[config.mk]
export PLATFORM = sky130hd
export DESIGN_NAME = sqrt_arbiter
export DESIGN_NICKNAME = d
export VERILOG_FILES = /design/src/rtl/sqrt_arbiter.sv
export SDC_FILE = /design/constraint.sdc
export NUM_CORES = 1
export LEC_CHECK = 0
export ABC_AREA = 0
export ABC_CLOCK_PERIOD_IN_PS = 3400
export CAP_MARGIN = 15
export CORE_AREA = 2 2 107 109
export DETAILED_ROUTE_END_ITERATION = 16
export DIE_AREA = 0 0 109 111
export PLACE_DENSITY = 0.87
export SLEW_MARGIN = 0
export SYNTH_ARGS = -nofsm -noshare
export SYNTH_HDL_FRONTEND = slang
export SYNTH_SLANG_ARGS = --single-unit
[constraint.sdc]
create_clock -name clk -period 3.4 [get_ports clk]
set_input_delay 1.02 -clock clk [delete_from_list [all_inputs] [get_ports clk]]
set_output_delay 1.02 -clock clk [all_outputs]
set_load 0.05 [all_outputs]
[src/rtl/sqrt_arbiter.sv]
// Round-robin arbiter sharing one single-precision sqrt unit among NREQ requesters.
// Optional macro SQRT_BYPASS_EN: special-case operands are answered without the sqrt unit.
module sqrt_arbiter #(
    parameter int NREQ = 4,
    parameter int IDW  = 2
) (
    input  logic                 clk,
    input  logic                 rst,
    input  logic [32*NREQ-1:0]   req_a,
    input  logic [NREQ-1:0]      req_a_stb,
    output logic [NREQ-1:0]      req_a_ack,
    output logic [31:0]          resp_z,
    output logic [NREQ-1:0]      resp_z_stb,
    input  logic [NREQ-1:0]      resp_z_ack,
    output logic [31:0]          sqrt_a,
    output logic                 sqrt_a_stb,
    input  logic                 sqrt_a_ack,
    input  logic [31:0]          sqrt_z,
    input  logic                 sqrt_z_stb,
    output logic                 sqrt_z_ack,
    output logic                 busy,
    output logic [IDW-1:0]       grant_id,
    output logic [1:0]           state_dbg
);

    // Handshakes: a transfer happens on the clock edge where stb and ack are both high;
    // the producer holds stb and data stable until that edge.
    typedef enum logic [1:0] {IDLE = 2'd0, ISSUE = 2'd1, WAIT = 2'd2, RESP = 2'd3} state_t;

    state_t            state, state_nxt;
    logic [IDW-1:0]    rr_ptr;
    logic [IDW-1:0]    rr_nxt;
    logic [31:0]       op_reg;
    logic [31:0]       res_reg;
    logic [NREQ-1:0]   ack_q;
    logic              z_ack_q;
    logic              any_req;
    logic [IDW-1:0]    gnt_idx;
    logic [IDW:0]      cand;
    logic [31:0]       sel_op;
    logic              byp;
    logic [31:0]       byp_val;

    // Scan downward so the smallest offset from rr_ptr overwrites earlier matches.
    always_comb begin
        any_req = 1'b0;
        gnt_idx = '0;
        cand    = '0;
        for (int i = NREQ - 1; i >= 0; i--) begin
            cand = {1'b0, rr_ptr} + (IDW+1)'(i);
            if (cand >= (IDW+1)'(NREQ))
                cand = cand - (IDW+1)'(NREQ);
            if (req_a_stb[cand[IDW-1:0]]) begin
                any_req = 1'b1;
                gnt_idx = cand[IDW-1:0];
            end
        end
    end

    always_comb begin
        sel_op = '0;
        for (int i = 0; i < NREQ; i++) begin
            if (gnt_idx == IDW'(i))
                sel_op = req_a[32*i +: 32];
        end
    end

    assign rr_nxt = (gnt_idx == IDW'(NREQ - 1)) ? '0 : gnt_idx + 1'b1;

`ifdef SQRT_BYPASS_EN
    always_comb begin
        byp     = 1'b0;
        byp_val = 32'h7FC0_0000;
        if (sel_op[30:23] == 8'hFF) begin
            byp     = 1'b1;
            byp_val = (sel_op[22:0] == 23'd0 && !sel_op[31]) ? 32'h7F80_0000 : 32'h7FC0_0000;
        end else if (sel_op[30:0] == 31'd0) begin
            byp     = 1'b1;
            byp_val = sel_op;
        end else if (sel_op[31]) begin
            byp     = 1'b1;
            byp_val = 32'h7FC0_0000;
        end
    end
`else
    assign byp     = 1'b0;
    assign byp_val = 32'h0000_0000;
`endif

    always_ff @(posedge clk or negedge rst) begin
        if (!rst)
            state <= IDLE;
        else
            state <= state_nxt;
    end

    always_comb begin
        state_nxt = state;
        case (state)
            IDLE:  if (any_req) state_nxt = byp ? RESP : ISSUE;
            ISSUE: if (sqrt_a_ack) state_nxt = WAIT;
            WAIT:  if (z_ack_q && !sqrt_z_stb) state_nxt = RESP;
            RESP:  if (resp_z_ack[grant_id]) state_nxt = IDLE;
            default: state_nxt = IDLE;
        endcase
    end

    always_ff @(posedge clk or negedge rst) begin
        if (!rst) begin
            rr_ptr   <= '0;
            op_reg   <= '0;
            res_reg  <= '0;
            grant_id <= '0;
            ack_q    <= '0;
            z_ack_q  <= 1'b0;
        end else begin
            ack_q <= '0;
            case (state)
                IDLE: begin
                    if (any_req) begin
                        op_reg   <= sel_op;
                        grant_id <= gnt_idx;
                        rr_ptr   <= rr_nxt;
                        ack_q    <= NREQ'(1) << gnt_idx;
                        if (byp)
                            res_reg <= byp_val;
                    end
                end
                WAIT: begin
                    // Capture on the first strobe cycle, then hold ack until the unit drops its strobe.
                    if (sqrt_z_stb && !z_ack_q) begin
                        res_reg <= sqrt_z;
                        z_ack_q <= 1'b1;
                    end else if (z_ack_q && !sqrt_z_stb) begin
                        z_ack_q <= 1'b0;
                    end
                end
                default: z_ack_q <= 1'b0;
            endcase
        end
    end

    always_comb begin
        sqrt_a     = (state == ISSUE) ? op_reg : 32'd0;
        sqrt_a_stb = (state == ISSUE);
        resp_z     = (state == RESP) ? res_reg : 32'd0;
        resp_z_stb = (state == RESP) ? (NREQ'(1) << grant_id) : '0;
        busy       = (state != IDLE);
        sqrt_z_ack = z_ack_q;
        req_a_ack  = ack_q;
        state_dbg  = state;
    end

endmodule

### Yosys cells after proc, flatten, opt, wreduce, memory -nomap -nowiden

Cells that the tools add are included.

* add/subtract/negate cells: 8
* multiply operators: 0
* div/mod/pow operators: 0
* magnitude comparators: 9
* eq/ne operators: 11
* shift-type cells: 2
* muxes and demuxes: 40
* bitwise gates (word level): 1
* reduce and logical (&&, ||, !) cells: 11

Operator list (number)
* two-way mux 32 bit: 6
* two-way mux 2 bit: 13
* < comparator 2 x 3 -> 1 bit (second input constant): 5
* two-way mux 4 bit: 3
* two-way mux 1 bit: 11
* binary-select mux 1 bit (select 2 bit): 5
* greater-or-equal comparator 3 bit (second input constant): 3
* == test 2 bit (second input constant): 4
* case mux 2 bit (4 select lines): 1
* left shift 1 x 2 -> 4 bit (first input constant): 2
* subtractor 2 x 1 -> 2 bit (second input constant): 4
* adder 2 x 2 -> 3 bit (second input constant): 2
* != test 2 bit (second input constant): 3
* AND reduction 2 bit: 3
* == test 2 x 1 -> 1 bit (second input constant): 2
* logical NOT 2 bit: 2
* AND reduction 4 bit: 1
* adder 2 x 1 -> 3 bit (second input constant): 1
* greater-or-equal comparator 2 x 3 -> 1 bit (second input constant): 1
* != test 3 bit (second input constant): 1
* adder 2 x 1 -> 2 bit (second input constant): 1
* logical AND 1 bit: 2
* logical NOT 1 bit: 2
* != test 2 x 1 -> 1 bit (second input constant): 1
* 3 further kinds: 3

* register bits: 75
* latch bits: 0
* memory bits (writable): 0
* bits in read-only memories: 0
* input port bits: 172
* output and inout port bits: 79
* logic and storage cells: 89
* memories: 0

### Longest topological paths before layout

Gate-level depths: netlist of the first run.

* depth in word-level cells: 14
* mapped depth: 11

### Least setup slack after synthesis of the first run

No wires, ideal clock.

* path kind: reg-to-output
* start point: register state[1], in the netlist state_dbg[1]
* end point: output resp_z_stb[0]
* arrival: 2.244 ns
* required time: 2.380 ns
* setup slack: 0.136 ns
* stages on the path, launching flop included: 3
* path buffers: 0
* path through: dfrtp_1 ha_1 nor3b_1

* cells in the longest elaborated chain, start to end: 2

Ends and longest elaborated chain
* from (decl): RTL line 30 `state_t state, state_nxt;`
* from (signal assigned): RTL line 94 `state <= state_nxt;`
* == test 2 bit: RTL line 147 `resp_z_stb = (state == RESP) ? (NREQ'(1) << grant_id) : '0;`
* two-way mux 4 bit: RTL line 147
* to (decl): RTL line 13 `output logic [NREQ-1:0] resp_z_stb,`

Every way passes these cells.

### Worst setup path in the final report of the first run

* start point: register state[0], in the netlist state_dbg[0]
* end point: output busy

* cells in the longest elaborated chain, start to end: 1

Ends and longest elaborated chain
* nonzero test 2 bit: RTL line 148 `busy = (state != IDLE);`
* to (decl): RTL line 21 `output logic busy,`

Every way passes these cells.

==> results.py, run 1 <==
metrics = {
    "routing": {
        "routed_via_density": 5.18,
        "wire_per_inst_um": 16.0,
        "detail-route-antenna-nets": 0,
        "vias": 4693,
        "drc": 0,
        "drt_first_pass_iters": 5,
        "drtIter0Drc": 252,
        "wirelength_mm": 14.5,
    },
    "critical_path": {
        "path_max_fanout": 5,
        "cp.required_ps": 2380,
        "r2r_end": "op_reg[24]",
        "cp_slowest_cell": "clkdlybuf4s50_1",
        "setup.worst_path.class": "register to output pin",
        "cp_cell_sequence": "inv_1, ha_1, inv_2, clkdlybuf4s50_1",
        "cpLargestDelayFamily": "buffers and inverters",
        "start_kind": "register",
        "ff2ff_setup_slack_ps": 1220,
        "path_buf_inv": 3,
        "slowest_delay_ps": 820,
        "end_kind": "output pin",
        "r2r_start": "rr_ptr[1]",
        "reg2reg_depth": 9,
        "crit_arrival_ps": 2020,
    },
    "timing": {
        "maxSlewHeadroom_pct": 36.9,
        "setup_viol": 0,
        "final.setup_skew_ps": 4.99,
        "layout_min_cycle_time_ps": 3040,
        "fin_tns_setup_ps": 0,
        "hold_ws_ps": 497,
        "max_freq_mhz": 329,
        "rsz0062_at_grt": "no",
        "worstMarginPinSlew_ps": 946,
        "final_max_slew_viol_count": 0,
        "hold_viol": 0,
        "period_share_pct": 89.4,
    },
    "power_and_ir_drop": {
        "power.density_nw_per_um2": 942,
        "ir_drop_mv": 0.601,
        "p_leak_nw": 3.34,
        "power_mw": 7.25,
    },
    "status": {
        "status": "completed",
    },
    "synth": {
        "ys_types": 30,
        "netlist_area_sq_um": 4500,
        "postSynthAreaPerCell_sq_um": 8.56,
        "ys_warn_count": 0,
        "syn_inst": 525,
        "synth.ff_latch_count": 75,
        "synth-seq-area-share_pct": 41.7,
        "syn-num-nets": 707,
    },
    "floorplanning": {
        "fp.dieH_um": 111,
        "placeableCoreArea_sq_um": 11100,
        "pin_count": 251,
        "rows": 39,
        "die-width_um": 109,
        "die-area_sq_um": 12100,
        "initial_core_util_pct": 40.6,
    },
    "grt": {
        "grt_util_all_layers_pct": 23.8,
        "grt_antenna_before_repair": 0,
        "grt_pass1_vias": 4700,
        "grt_overflow": 0,
        "grt_max_degree": 76,
        "grt_pass1_wl_mm": 22.6,
    },
    "clock_network": {
        "tritoncts": "yes",
        "insertion_delay_ps": 320,
        "hold_buffers": 0,
        "cts.sinks": 75,
        "cts-buffers-inserted": 9,
        "cts_root_buf": "clkbuf_16",
        "post-cts-setup-buffer-count": 0,
        "clkTransAtPathRegs_ps": 60,
        "cts.repair.resized": 0,
        "cts.htree.levels": 3,
        "clk_path_buf_depth": 2,
    },
    "placement": {
        "dp.cells": 892,
        "gp_congestion": 0.833,
        "place_hpwl_mm": 11.1,
        "port_buffers": 250,
    },
    "hold_path": {
        "hp-class": "register to register",
        "min_delay_worst_endpoint": "res_reg[6]",
        "worstHoldStart": "res_reg[6]",
        "holdPathStages": 1,
    },
    "run": {
        "drv_cap": 0,
    },
    "final_layout": {
        "fin_cells": 906,
        "nets": 942,
        "syn_to_final_growth_pct": 71.3,
        "layout-drive-gt1-share_pct": 18.7,
        "antenna_cells": 0,
    },
}
## metal layers
metal	global-route usage [%]	vias up	share of wire, %
li1	-	2241	-
met1	26.7	2186	38
met2	42.8	236	51
met3	6.29	30	9.4
met4	8.12	0	2.4
met5	0	-	0
## cells in the mapped netlist
library cell	instances	area share (%)
o21ai_0	32	3.6
or2b_4	1	0.25
nor3_1	1	0.11
a32oi_1	1	0.19
o22ai_1	1	0.14
nor2_1	37	3.1
ha_1	10	2.8
o32ai_1	1	0.19
nor2_2	1	0.14
o21a_1	1	0.17
a22oi_1	32	5.3
mux2i_1	2	0.45
nand3_2	1	0.22
nand2b_4	1	0.31
mux2_4	1	0.33
nor4_2	1	0.28
clkbuf_1	19	1.6
nand2_1	35	2.9
a21oi_1	102	11
mux2_2	32	8.0
nor2b_2	1	0.19
dfrtp_1	75	42
inv_2	1	0.083
mux2_1	2	0.50
nor3b_1	3	0.50
mux4_2	1	0.50
inv_1	40	3.3
and2_1	68	9.5
buf_1	8	0.67
buf_2	14	1.6
## cell families after synthesis
kind of cell / count (synthesis) / share of synthesized area, %
AO/OA/AOI/OAI: 170 / 21.0
adder cells (fa/ha/maj): 10 / 2.78
buffers and inverters: 82 / 7.24
flip-flops: 75 / 41.7
multiplexers: 38 / 9.80
AND/OR/NAND/NOR: 150 / 17.5
## worst max-delay path by stage
stage                      start            end  slack (ps)  cells past startpoint
finish              state_dbg[0]           busy         360                      4
global route        state_dbg[0]           busy         260                      4
CTS                 state_dbg[0]           busy         340                      4
detailed placement  req_a_stb[0]     op_reg[24]         120                     11
global placement    req_a_stb[0]     op_reg[24]         200                     11
floorplan           state_dbg[1]  resp_z_stb[0]         140                      2
## layout make-up
class	instances	area (sq um)
clock buffers	9	225
well taps	143	179
clock inverters	5	56.3
flip-flops and latches	75	1880
inverters	41	154
fillers	832	3380
multi-input cells	368	2310
repair buffers	265	2900
## cells in the final DEF (no fill, tap or decap), types with 2 or more instances in the layout
master	Yosys	routed
buf_4	0	48
mux2_2	32	32
o21ai_0	32	32
and2_1	68	68
mux2i_1	2	2
clkdlybuf4s50_1	0	180
clkbuf_16	0	9
inv_1	40	40
ha_1	10	7
nand2_1	35	35
nor3b_1	3	3
nor2_1	37	37
dfrtp_1	75	75
a21oi_1	102	102
mux2_1	2	2
buf_12	0	37
clkinv_2	0	2
ha_2	0	3
a22oi_1	32	32
## power by group
group | total (mW) | leakage [nW] | internal (mW) | switching (mW)
Clock | 0.912 | 0.137 | 0.558 | 0.354
Combinational | 4.75 | 2.33 | 2.00 | 2.75
Sequential | 1.59 | 0.880 | 1.35 | 0.241
## stage by stage
stage	cell area [sq um]	worst slack, ps	utilization, %
after floorplan	4500	136	-
after global placement	7420	201	67.0
after detailed placement	7420	122	67.0
after CTS	7700	338	69.5
after global routing	7700	263	69.5
final	7700	360	69.5
Note: power is estimated with default switching activity, not from simulation.
==> run 2, diff against run 1 <==
Settings changed: ABC_AREA 0 to 1, CORE_AREA 2 2 107 109 to 2 2 108 110, CTS_BUF_LIST from default to sky130_fd_sc_hd__clkbuf_8, DIE_AREA 0 0 109 111 to 0 0 110 112, PLACE_DENSITY 0.87 to 0.89.
==> run 2 against run 1 <==
  * Sequential share of layout area decreased by 0.72 points
  * Sequential cell count unchanged
  * Register-to-register slack got worse by 350 ps
==> results.py, run 2 <==
metrics = {
    "synth": {
        "syn-num-nets": 802,
        "synthTopCellsByCount": "175 x nand2_1, 87 x inv_1, 75 x dfrtp_1, 68 x a21oi_1, 40 x nor2_1",
        "synth.ff_latch_count": 75,
        "yosys.area.top_type_share_pct": 39.1,
        "ys_warn_count": 0,
        "postSynthAreaPerCell_sq_um": 7.74,
        "synthFlopType": "dfrtp_1",
        "synth_edf_count": 0,
        "async_reset_ff_share_pct": 100,
        "ys_types": 27,
        "yosysMostFrequentCell": "nand2_1",
        "synth.area.top_cells": "dfrtp_1 39%, nand2_1 14%, mux2_2 7.5%",
        "synth-seq-area-share_pct": 39.1,
        "netlist_area_sq_um": 4800,
        "synth.largest_area_cell": "dfrtp_1",
        "syn_inst": 620,
    },
    "critical_path": {
        "cpLargestDelayFamily": "buffers and inverters",
        "r2r_end": "op_reg[14]",
        "path_buf_inv": 3,
        "path_common_cell": "inv_1",
        "start_kind": "register",
        "ff2ff_setup_slack_ps": 870,
        "path_max_fanout": 5,
        "path_depth": 4,
        "cp_cell_sequence": "inv_1, ha_1, inv_1, clkdlybuf4s50_1",
        "reg2reg_depth": 14,
        "cp.required_ps": 2380,
        "setup.worst_path.class": "register to output pin",
        "crit_arrival_ps": 2060,
        "startpoint": "state_dbg[0]",
        "end_kind": "output pin",
        "cp_slowest_cell": "clkdlybuf4s50_1",
        "crit_path_end": "busy",
        "r2r_start": "rr_ptr[0]",
        "slowest_delay_ps": 820,
    },
    "final_layout": {
        "n_fill_cell": 839,
        "final_common_cell": "clkdlybuf4s50_1",
        "fin_cells": 1010,
        "layout-drive-gt1-share_pct": 19.8,
        "syn_to_final_growth_pct": 65.3,
        "final_cell_mix": "180 x clkdlybuf4s50_1, 175 x nand2_1, 89 x inv_1",
        "nets": 1044,
        "antenna_cells": 0,
    },
    "grt": {
        "grt_antenna_before_repair": 0,
        "grt_pass1_wl_mm": 22.7,
        "grt_overflow": 0,
        "grt_pass1_vias": 4865,
        "grt_util_all_layers_pct": 23.6,
        "grt_max_degree": 76,
    },
    "floorplanning": {
        "fp.dieH_um": 112,
        "rows": 39,
        "die-width_um": 110,
        "initial_core_util_pct": 43.0,
        "placeableCoreArea_sq_um": 11200,
        "die-area_sq_um": 12300,
        "pin_count": 251,
    },
    "power_and_ir_drop": {
        "p_leak_nw": 3.98,
        "power.density_nw_per_um2": 1100,
        "power_mw": 8.74,
        "ir_drop_mv": 0.711,
    },
    "timing": {
        "final_max_slew_viol_count": 0,
        "max_freq_mhz": 325,
        "rsz0062_at_grt": "no",
        "worstMarginPinSlew_ps": 933,
        "setup_viol": 0,
        "final.setup_skew_ps": 13.0,
        "layout_min_cycle_time_ps": 3080,
        "maxSlewHeadroom_pct": 37.8,
        "fin_tns_setup_ps": 0,
        "hold_viol": 0,
        "period_share_pct": 90.5,
    },
    "routing": {
        "vias": 4860,
        "routed_via_density": 4.81,
        "drc": 0,
        "drt_first_pass_iters": 4,
        "wire_per_inst_um": 14.4,
        "wirelength_mm": 14.5,
        "detail-route-antenna-nets": 0,
        "drtIter0Drc": 250,
    },
    "clock_network": {
        "hold_buffers": 0,
        "cts.repair.resized": 0,
        "cts-buffers-inserted": 9,
        "cts.sinks": 75,
        "cts_root_buf": "clkbuf_8",
        "tritoncts": "yes",
        "post-cts-setup-buffer-count": 0,
        "insertion_delay_ps": 340,
        "clkTransAtPathRegs_ps": 80,
        "clk_path_buf_depth": 2,
        "cts.htree.levels": 3,
    },
    "placement": {
        "dp.cells": 994,
        "place_hpwl_mm": 11.7,
        "port_buffers": 250,
        "gp_congestion": 0.888,
    },
    "run": {
        "drv_cap": 0,
    },
    "hold_path": {
        "hp-class": "register to register",
    },
    "status": {
        "status": "completed",
    },
}
run 2: cell count changes after synthesis, moves of 7 or more:
cell	previous run	this run
nand3_1	0	10
mux2i_1	2	32
o21ai_0	32	3
and2_1	68	0
o21ai_1	0	8
o21ai_2	0	24
nand2_1	35	175
buf_6	0	7
a22oi_1	32	0
buf_2	14	4
a21oi_1	102	68
inv_1	40	87
run 2: stage by stage:
stage | hold WS (ps) | setup WS [ps] | util, % | cell area (sq um)
final | 484 | 322 | 71.0 | 7930
after detailed placement | 468 | -3.60 | 69.5 | 7760
after global placement | 464 | 69.4 | 69.5 | 7760
after CTS | 487 | 293 | 71.0 | 7930
after floorplan | 453 | 156 | - | 4800
after global routing | 508 | 65.1 | 71.0 | 7930
run 2: worst min-delay path, stage by stage (launching register included):
cell     delay [ps]
dfrtp_1         350
nand2_1          60
o21ai_2          50
run 2: metal layers:
metal	global-route usage, %	vias to the layer above	part of all wire (%)
met4	10.4	0	2.9
met1	25.6	2173	37
met2	42.9	233	51
met5	0	-	0
li1	-	2430	-
met3	5.33	24	9.2
run 2: worst min path at each step:
stage / end / startpoint / depth (start not counted) / slack [ps]
final: op_reg[4] / op_reg[4] / 2 / 480
after global routing: op_reg[17] / op_reg[17] / 2 / 510
after CTS: op_reg[22] / op_reg[22] / 2 / 490
after detailed placement: op_reg[18] / op_reg[18] / 2 / 470
after global placement: op_reg[17] / op_reg[17] / 2 / 460
after floorplan: op_reg[24] / op_reg[24] / 2 / 450
run 2: logic make-up after synthesis:
kind of cell / Yosys count / share of synthesized area, %
buffers and inverters: 128 / 11.6
adders and majority gates: 10 / 2.61
AOI/OAI and AO/OA: 105 / 12.9
muxes: 64 / 14.2
DFF: 75 / 39.1
and+or+nand+nor: 238 / 19.6
run 2: power by group:
group	total, mW	switching (mW)	internal (mW)
Clock	0.606	0.327	0.279
Sequential	1.61	0.260	1.35
Combinational	6.52	3.83	2.70
run 2: layout make-up:
| cell class | count | area [sq um] | share of cell area [%] |
|---|---|---|---|
| timing repair buffer | 269 | 3000 | 37.8 |
| multi-input combinational | 417 | 2370 | 29.9 |
| sequential | 75 | 1880 | 23.7 |
| inverter | 90 | 340 | 4.29 |
| tap | 143 | 179 | 2.26 |
| clock buffer | 10 | 138 | 1.73 |
| clock inverter | 6 | 33.8 | 0.426 |
